<file path="config.mk">
export PLATFORM = sky130hd
export DESIGN_NAME = renkon_ctrl_pool
export DESIGN_NICKNAME = d
export VERILOG_FILES = /design/src/rtl/renkon_ctrl_pool.sv
export SDC_FILE = /design/constraint.sdc
export NUM_CORES = 1
export LEC_CHECK = 0
export CAP_MARGIN = 20
export CORE_AREA = 4 4 91 178
export CTS_CLUSTER_DIAMETER = 50
export DETAILED_ROUTE_END_ITERATION = 8
export DIE_AREA = 0 0 95 182
export GPL_TIMING_DRIVEN = 0
export MAX_ROUTING_LAYER = met4
export PLACE_DENSITY = 0.73
export RECOVER_POWER = 100
export SYNTH_ARGS = -nofsm -noshare
export SYNTH_HDL_FRONTEND = slang
export SYNTH_SLANG_ARGS = --single-unit
</file>
<file path="constraint.sdc">
create_clock -name clk -period 4.8 [get_ports clk]
set_input_delay 0.48 -clock clk [delete_from_list [all_inputs] [get_ports clk]]
set_output_delay 0.48 -clock clk [all_outputs]
set_load 0.1 [all_outputs]
</file>
<file path="src/rtl/renkon_ctrl_pool.sv">
`default_nettype none
// ============================================================================
// renkon_ctrl_pool : raster sequencer and write scheduler for the max-pool path
// Revision: 1.0
// ============================================================================
module renkon_ctrl_pool #(
  parameter int LWIDTH   = 10,
  parameter int AWIDTH   = 12,
  parameter int RD_LAT   = 1,
  parameter int POOL_LAT = 2
) (
  input  logic              clk,
  input  logic              rst,
  input  logic              start,
  input  logic [LWIDTH-1:0] fea_size,
  input  logic [LWIDTH-1:0] pool_size,
  input  logic [LWIDTH-1:0] n_chan,
  input  logic [AWIDTH-1:0] read_base,
  input  logic [AWIDTH-1:0] write_base,
  output logic              busy,
  output logic              done,
  output logic              err,
  output logic [AWIDTH-1:0] mem_feat_addr,
  output logic              buf_feat_en,
  output logic [LWIDTH-1:0] w_fea_size,
  output logic [LWIDTH-1:0] w_pool_size,
  output logic              out_en,
  output logic [AWIDTH-1:0] mem_out_addr,
  output logic              mem_out_we
);

  typedef enum logic [2:0] {
    S_IDLE  = 3'd0,
    S_CHECK = 3'd1,
    S_FEED  = 3'd2,
    S_DRAIN = 3'd3,
    S_DONE  = 3'd4
  } state_t;

  state_t state_q, state_d;

  logic [LWIDTH-1:0] fea_q, pool_q, chan_q;
  logic [AWIDTH-1:0] rbase_q, addr_q, out_addr_q;
  logic [LWIDTH-1:0] c_q, r_q, ch_q, pc_q, pr_q;
  logic              err_q;
  logic [RD_LAT-1:0]   rd_vld_q, rd_rph_q, rd_cph_q;
  logic [POOL_LAT-1:0] we_q;

  logic w_start_ok, w_cfg_ok, w_issue;
  logic w_c_last, w_r_last, w_ch_last, w_last;
  logic w_pc_end, w_pr_end, w_drain_busy;
  logic [POOL_LAT-1:0] w_we_early;

  assign w_start_ok = start && (state_q == S_IDLE);
  assign w_cfg_ok   = (pool_q >= LWIDTH'(2)) && (pool_q <= LWIDTH'(5)) &&
                      (pool_q <= fea_q) && (chan_q != '0);
  assign w_issue    = (state_q == S_FEED);

  assign w_c_last  = (c_q == fea_q - LWIDTH'(1));
  assign w_r_last  = (r_q == fea_q - LWIDTH'(1));
  assign w_ch_last = (ch_q == chan_q - LWIDTH'(1));
  assign w_last    = w_c_last && w_r_last && w_ch_last;
  // Phase reaching P-1 implies a complete window; trailing partial windows never get there.
  assign w_pc_end  = (pc_q == pool_q - LWIDTH'(1));
  assign w_pr_end  = (pr_q == pool_q - LWIDTH'(1));

  // The last write stage may still be active on the cycle DONE is entered.
  assign w_we_early   = we_q << 1;
  assign w_drain_busy = (|rd_vld_q) || (|w_we_early);

  always_ff @(posedge clk) begin
    if (rst) state_q <= S_IDLE;
    else     state_q <= state_d;
  end

  always_comb begin
    state_d = state_q;
    case (state_q)
      S_IDLE:  if (start) state_d = S_CHECK;
      S_CHECK: state_d = w_cfg_ok ? S_FEED : S_DONE;
      S_FEED:  if (w_last) state_d = S_DRAIN;
      S_DRAIN: if (!w_drain_busy) state_d = S_DONE;
      S_DONE:  state_d = S_IDLE;
      default: state_d = S_IDLE;
    endcase
  end

  always_ff @(posedge clk) begin
    if (rst) begin
      fea_q      <= '0;
      pool_q     <= '0;
      chan_q     <= '0;
      rbase_q    <= '0;
      out_addr_q <= '0;
      err_q      <= 1'b0;
    end else if (w_start_ok) begin
      fea_q      <= fea_size;
      pool_q     <= pool_size;
      chan_q     <= n_chan;
      rbase_q    <= read_base;
      out_addr_q <= write_base;
      err_q      <= 1'b0;
    end else begin
      if (state_q == S_CHECK && !w_cfg_ok) err_q <= 1'b1;
      if (mem_out_we) out_addr_q <= out_addr_q + AWIDTH'(1);
    end
  end

  always_ff @(posedge clk) begin
    if (rst) begin
      addr_q <= '0;
      c_q    <= '0;
      r_q    <= '0;
      ch_q   <= '0;
      pc_q   <= '0;
      pr_q   <= '0;
    end else if (state_q == S_CHECK) begin
      addr_q <= rbase_q;
      c_q    <= '0;
      r_q    <= '0;
      ch_q   <= '0;
      pc_q   <= '0;
      pr_q   <= '0;
    end else if (state_q == S_FEED) begin
      // Raster order across channels is contiguous, so the address just counts.
      if (!w_last) addr_q <= addr_q + AWIDTH'(1);
      if (w_c_last) begin
        c_q  <= '0;
        pc_q <= '0;
        if (w_r_last) begin
          r_q  <= '0;
          pr_q <= '0;
          ch_q <= ch_q + LWIDTH'(1);
        end else begin
          r_q  <= r_q + LWIDTH'(1);
          pr_q <= w_pr_end ? '0 : pr_q + LWIDTH'(1);
        end
      end else begin
        c_q  <= c_q + LWIDTH'(1);
        pc_q <= w_pc_end ? '0 : pc_q + LWIDTH'(1);
      end
    end
  end

  always_ff @(posedge clk) begin
    if (rst) begin
      rd_vld_q <= '0;
      rd_rph_q <= '0;
      rd_cph_q <= '0;
      we_q     <= '0;
    end else begin
      rd_vld_q[0] <= w_issue;
      rd_rph_q[0] <= w_issue && w_pr_end;
      rd_cph_q[0] <= w_issue && w_pc_end;
      for (int i = 1; i < RD_LAT; i++) begin
        rd_vld_q[i] <= rd_vld_q[i-1];
        rd_rph_q[i] <= rd_rph_q[i-1];
        rd_cph_q[i] <= rd_cph_q[i-1];
      end
      we_q[0] <= out_en;
      for (int i = 1; i < POOL_LAT; i++) we_q[i] <= we_q[i-1];
    end
  end

  assign busy          = (state_q != S_IDLE);
  assign done          = (state_q == S_DONE);
  assign err           = err_q;
  assign mem_feat_addr = addr_q;
  assign buf_feat_en   = rd_vld_q[RD_LAT-1];
  assign out_en        = rd_vld_q[RD_LAT-1] && rd_rph_q[RD_LAT-1] && rd_cph_q[RD_LAT-1];
  assign mem_out_we    = we_q[POOL_LAT-1];
  assign mem_out_addr  = out_addr_q;
  assign w_fea_size    = fea_q;
  assign w_pool_size   = pool_q;

endmodule
`default_nettype wire

</file>
======== Word level (Yosys, flattened, before mapping) ========
Cells that the tools add are included.
operators by class
  reduce and logical (&&, ||, !) cells .... 24
  $add $sub $neg .......................... 10
  multiplexer cells ....................... 16
  equal/unequal tests ..................... 13
  $lt $le $gt $ge ......................... 3
operator list
  cell                   count
  $mux 10                6
  $mux 12                5
  $add 10x1->10 const B  5
  $eq 10x10->1           5
  $sub 10x1->10 const B  3
  $add 12x1->12 const B  2
  $mux 3                 4
  $pmux 3 s4             1
  $logic_and 1x1->1      11
  $ge 10x2->1 const B    1
  $le 10x10->1           1
  $le 10x3->1 const B    1
  $reduce_bool 10->1     1
  $eq 3x2->1 const B     2
  $reduce_and 3->1       2
  $ne 2x1->1 const B     2
  $ne 2x2->1 const B     2
  $reduce_and 2->1       2
  $reduce_bool 2->1      2
  $reduce_or 2->1        2
  $eq 3x1->1 const B     1
  $eq 3x3->1 const B     1
  $logic_not 3->1        1
  $reduce_bool 3->1      1
  other kinds (2)        2
storage, ports and cells
  input bits .............................. 57
  output and inout port bits .............. 50
  bits in registers ....................... 125

======== Depth between registers and ports, before layout ========
  depth in word-level cells ............... 7
  gate-level depth with buffers ........... 14
  depth with buffers taken out ............ 10

======== Least setup slack after synthesis ========
No wires, ideal clock.
  path type ............................... register -> register
  start point ............................. register fea_q[0] (netlist: w_fea_size[0])
  end point ............................... register addr_q[1] (netlist: mem_feat_addr[1])
  cell stages (with the launch flop) ...... 13
  setup slack ............................. 1.225 ns
  path buffers ............................ 3
  data arrival time ....................... 3.453 ns
  library setup time ...................... 0.122 ns
  cell sequence ........................... dfxtp_1 > buf_6 > inv_1 > ha_1 > clkbuf_1 > a221oi_1 > a31oi_1 > or3_4 > nor4_4 > nand4_1 > buf_2 > and3_1 > a221o_1
on the way
  cells in the longest elaborated chain, start to end .. 6
  elaborated cells between the ends (all ways) .. 7
  those cells by class .................... add/sub (1); eq/ne (3); reduce/logical (3)
RTL lines
  item                              line    RTL
  from (decl)                       42      logic [LWIDTH-1:0] fea_q, pool_q, chan_q;
  from (signal assigned)            97      fea_q <= fea_size;
  $sub 10x1->10 *                   59, 60
  $eq 10x10->1 (on tied branches)   59, 60
  $logic_and 1x1->1 * (2 in a row)  62      assign w_last = w_c_last && w_r_last && w_ch_last;
  $ne 2x1->1 (no line) *            -
  $reduce_and 2->1 (no line) *      -
  to (signal assigned)              118     addr_q <= rbase_q;
  to (signal assigned)              126     if (!w_last) addr_q <= addr_q + AWIDTH'(1);
  to (decl)                         43      logic [AWIDTH-1:0] rbase_q, addr_q, out_addr_q;
Mark *: on every way between the ends. The rest lies on a longest branch, timed or not.
A chain may end at the register's enable or synchronous reset.

======== Worst setup path after layout ========
  start point ............................. register fea_q[1] (netlist: w_fea_size[1])
  end point ............................... register pr_q[2]
on the way
  cells in the longest elaborated chain, start to end .. 3
  elaborated cells between the ends (all ways) .. 5
  those cells by class .................... add/sub (1); eq/ne (2); mux (1); reduce/logical (1)
RTL lines
  item                                                line    RTL
  $sub 10x1->10 *                                     59, 60
  $eq 10x10->1 (on tied branches)                     60, 59
  $mux 10 / $reduce_and 2->1 (equally long branches)  -
  to (signal assigned)                                136     pr_q <= w_pr_end ? '0 : pr_q + LWIDTH'(1);
  to (decl)                                           44      logic [LWIDTH-1:0] c_q, r_q, ch_q, pc_q, pr_q;
Marked as above.

==> flow_summary.yaml <==
logic_synthesis:
  synth_common_cells: "nand2_1 (136), dfxtp_1 (125), nor2_1 (91), a21oi_1 (62), xor2_1 (53)"
  synth.most_common_cell: "nand2_1"
  synth_top_area_frac: 0.345
  ys_seq_area_frac: 0.345
  async_reset_ff_frac: 0
  synthTopCellsByArea: "dfxtp_1 (35%), nand2_1 (7.0%), xor2_1 (6.4%)"
  yosysWarnings: 0
  synth_area_leader_cell: "dfxtp_1"
  ys_ff_latch: 125
  syn_inst: 909
  yosysUniqueCellTypes: 73
  syn_area_mm2: 0.00725
  ys.flop_type: "dfxtp_1"
  syn_nets: 988
  avgSynthCellArea_um2: 7.98
  synth_edf_count: 0
place:
  placed_area_mm2: 0.00856
  routabilityCongestion: 0.944
  hpwl_mm: 16.5
  port_buffers: 106
  dp_cells: 1210
detailed_routing:
  vias_per_cell: 5.66
  drtAntennaViolNets: 0
  wl_per_cell_um: 17.4
  drc_errors: 0
  drt_wl_total_mm: 21.6
  vias: 7026
  first_pass_iters: 5
  drt_iter0_markers: 356
global_route:
  antenna_found_initial: 0
  grt_overflow: 0
  track_usage: 0.263
  grt_pass1_wl_mm: 34.7
  grt_max_degree: 17
  first_global_vias: 7023
die:
  die_h_um: 182
  rows: 63
  initial_core_util: 0.489
  core_area_mm2: 0.0148
  pin_count: 107
  die_x_um: 95
  die-area_mm2: 0.0173
worst_setup_path:
  cp_data_required_time_ps: 5060
  endpoint_kind: "register"
  worst-setup-path-type: "register to register"
  worst_ep_arrival_time_ps: 4390
  worstSetupStartpointType: "register"
  cp_max_fo: 10
cts:
  clock_path_buffers: 2
  cts_setup_buffers: 0
  clkLatencyLatePin_ps: 420
  cts_tree: "done"
  cts.sinks: 125
  cts-hold-fix-buffers: 0
  numCtsBuffers: 17
  cts_resized: 0
  path_clk_slew_ps: 60
  clockRootBuffer: "clkbuf_16"
  htree_levels: 4
final_layout:
  fillers: 1413
  regArea_mm2: 0.00250
  stdcell_count: 1242
  design_area_mm2: 0.00913
  fin_nets: 1113
  drive_above_1_share: 0.0564
  multi_input_area_mm2: 0.00438
  diodes: 0
  syn_to_final_growth_pct: 25.9
sta:
  fin_crit_sh: 0.859
  relSlewSlack: 0.221
  rsz0062_at_grt: "no"
  hold_viol: 0
  fin_tns_setup_ps: 0
  finalSetupViolations: 0
  skew_ps: 7.83
  drv_slew: 0
  period_needed_ps: 4130
  worst_slew_pin_slew_ps: 1160
  fmax_mhz: 242
power_and_ir_drop:
  ir_worst_vdd_uv: 224
  leakage_nw: 3.53
  total_power_w: 0.00334
  p_per_area_mw_per_mm2: 366
run:
  timing.max_cap.violations: 0
worst_hold_path:
  hold_class: "register to register"
run_status:
  run_status: "complete, no violations"
worst paths after layout:
kind / startpoint / end / slack [ps] / cells past startpoint
max reg2reg: w_fea_size[1]$_SDFFE_PP0P_ / pr_q[2]$_SDFFE_PP0P_ / 670 / 11
max: w_fea_size[1]$_SDFFE_PP0P_ / pr_q[2]$_SDFFE_PP0P_ / 670 / 11
min reg2reg: rbase_q[5]$_SDFFE_PP0P_ / rbase_q[5]$_SDFFE_PP0P_ / 460 / 2
min: rbase_q[5]$_SDFFE_PP0P_ / rbase_q[5]$_SDFFE_PP0P_ / 460 / 2
flip-flops by register name, indices dropped and copies added (netlist names):
signal         cells
we_q               2
c_q               10
pr_q              10
w_pool_size       10
chan_q            10
buf_feat_en        1
rd_rph_q           1
rd_cph_q           1
r_q               10
state_q            3
mem_out_addr      12
w_fea_size        10
ch_q              10
rbase_q           12
mem_feat_addr     12
err                1
pc_q              10
where the power goes:
part           internal, W  switching [W]
registers          0.00109      0.0000605
clock network     0.000830       0.000508
logic             0.000278       0.000577
total              0.00219        0.00115
per-stage QoR:
step / hold WS, ps / util / setup WS [ps]
after CTS: 458 / 0.618 / 1200
after detailed placement: 449 / 0.577 / 1260
after floorplan: 433 / - / 1230
after global routing: 473 / 0.616 / 458
after global placement: 442 / 0.577 / 1280
final: 456 / 0.616 / 675
layer usage:
metal,routed length [um],up-vias,GRT usage
met5,0,-,-
met1,7930,3246,0.266
met4,1180,0,0.153
met3,1060,84,0.0390
li1,-,3432,-
met2,11500,264,0.466
cell type report:
cell class / instances / area share
buffer: 55 / 0.0264
clock inverter: 14 / 0.0182
timing repair buffer: 106 / 0.116
inverter: 26 / 0.0107
sequential: 125 / 0.274
multi-input combinational: 703 / 0.480
clock buffer: 18 / 0.0481
tap: 195 / 0.0267
placed cells by master (no fill, tap or decap), types with 4 or more instances in the layout:
master,count
clkinv_2,4
xnor2_1,48
nand3_1,32
clkbuf_16,17
clkdlybuf4s50_1,55
clkbuf_1,43
mux2i_1,7
xor2_1,53
nand4_1,29
inv_1,26
dfxtp_1,125
a211oi_1,18
a211o_1,5
dlygate4sd3_1,51
clkinvlp_4,4
nor3b_1,5
a31oi_1,6
nor3_1,27
or3_1,12
and3_1,21
and2_1,7
a21oi_1,62
nor2b_1,8
buf_2,4
ha_1,22
nand2_1,136
nor2_1,91
a21o_1,6
nor4_1,13
nand2b_1,6
o21ai_0,26
logic make-up after synthesis:
group,synth area share
AND/OR/NAND/NOR,0.278
AO/OA/AOI/OAI,0.149
flip-flops,0.345
XOR/XNOR,0.131
buffers and inverters,0.0474
adder cells (fa/ha/maj),0.0393
multiplexers,0.00966
critical path: stages (launching register included):
cell      delay (ps)
dfxtp_1          410
inv_1            160
ha_1             160
clkbuf_1         360
clkbuf_1         440
a211o_1          210
o211a_1          180
or4b_2           630
nor3_1           280
nand2_1           80
o21ai_0          930
nor2_1           120
Note: power is estimated with default switching activity, not from simulation.
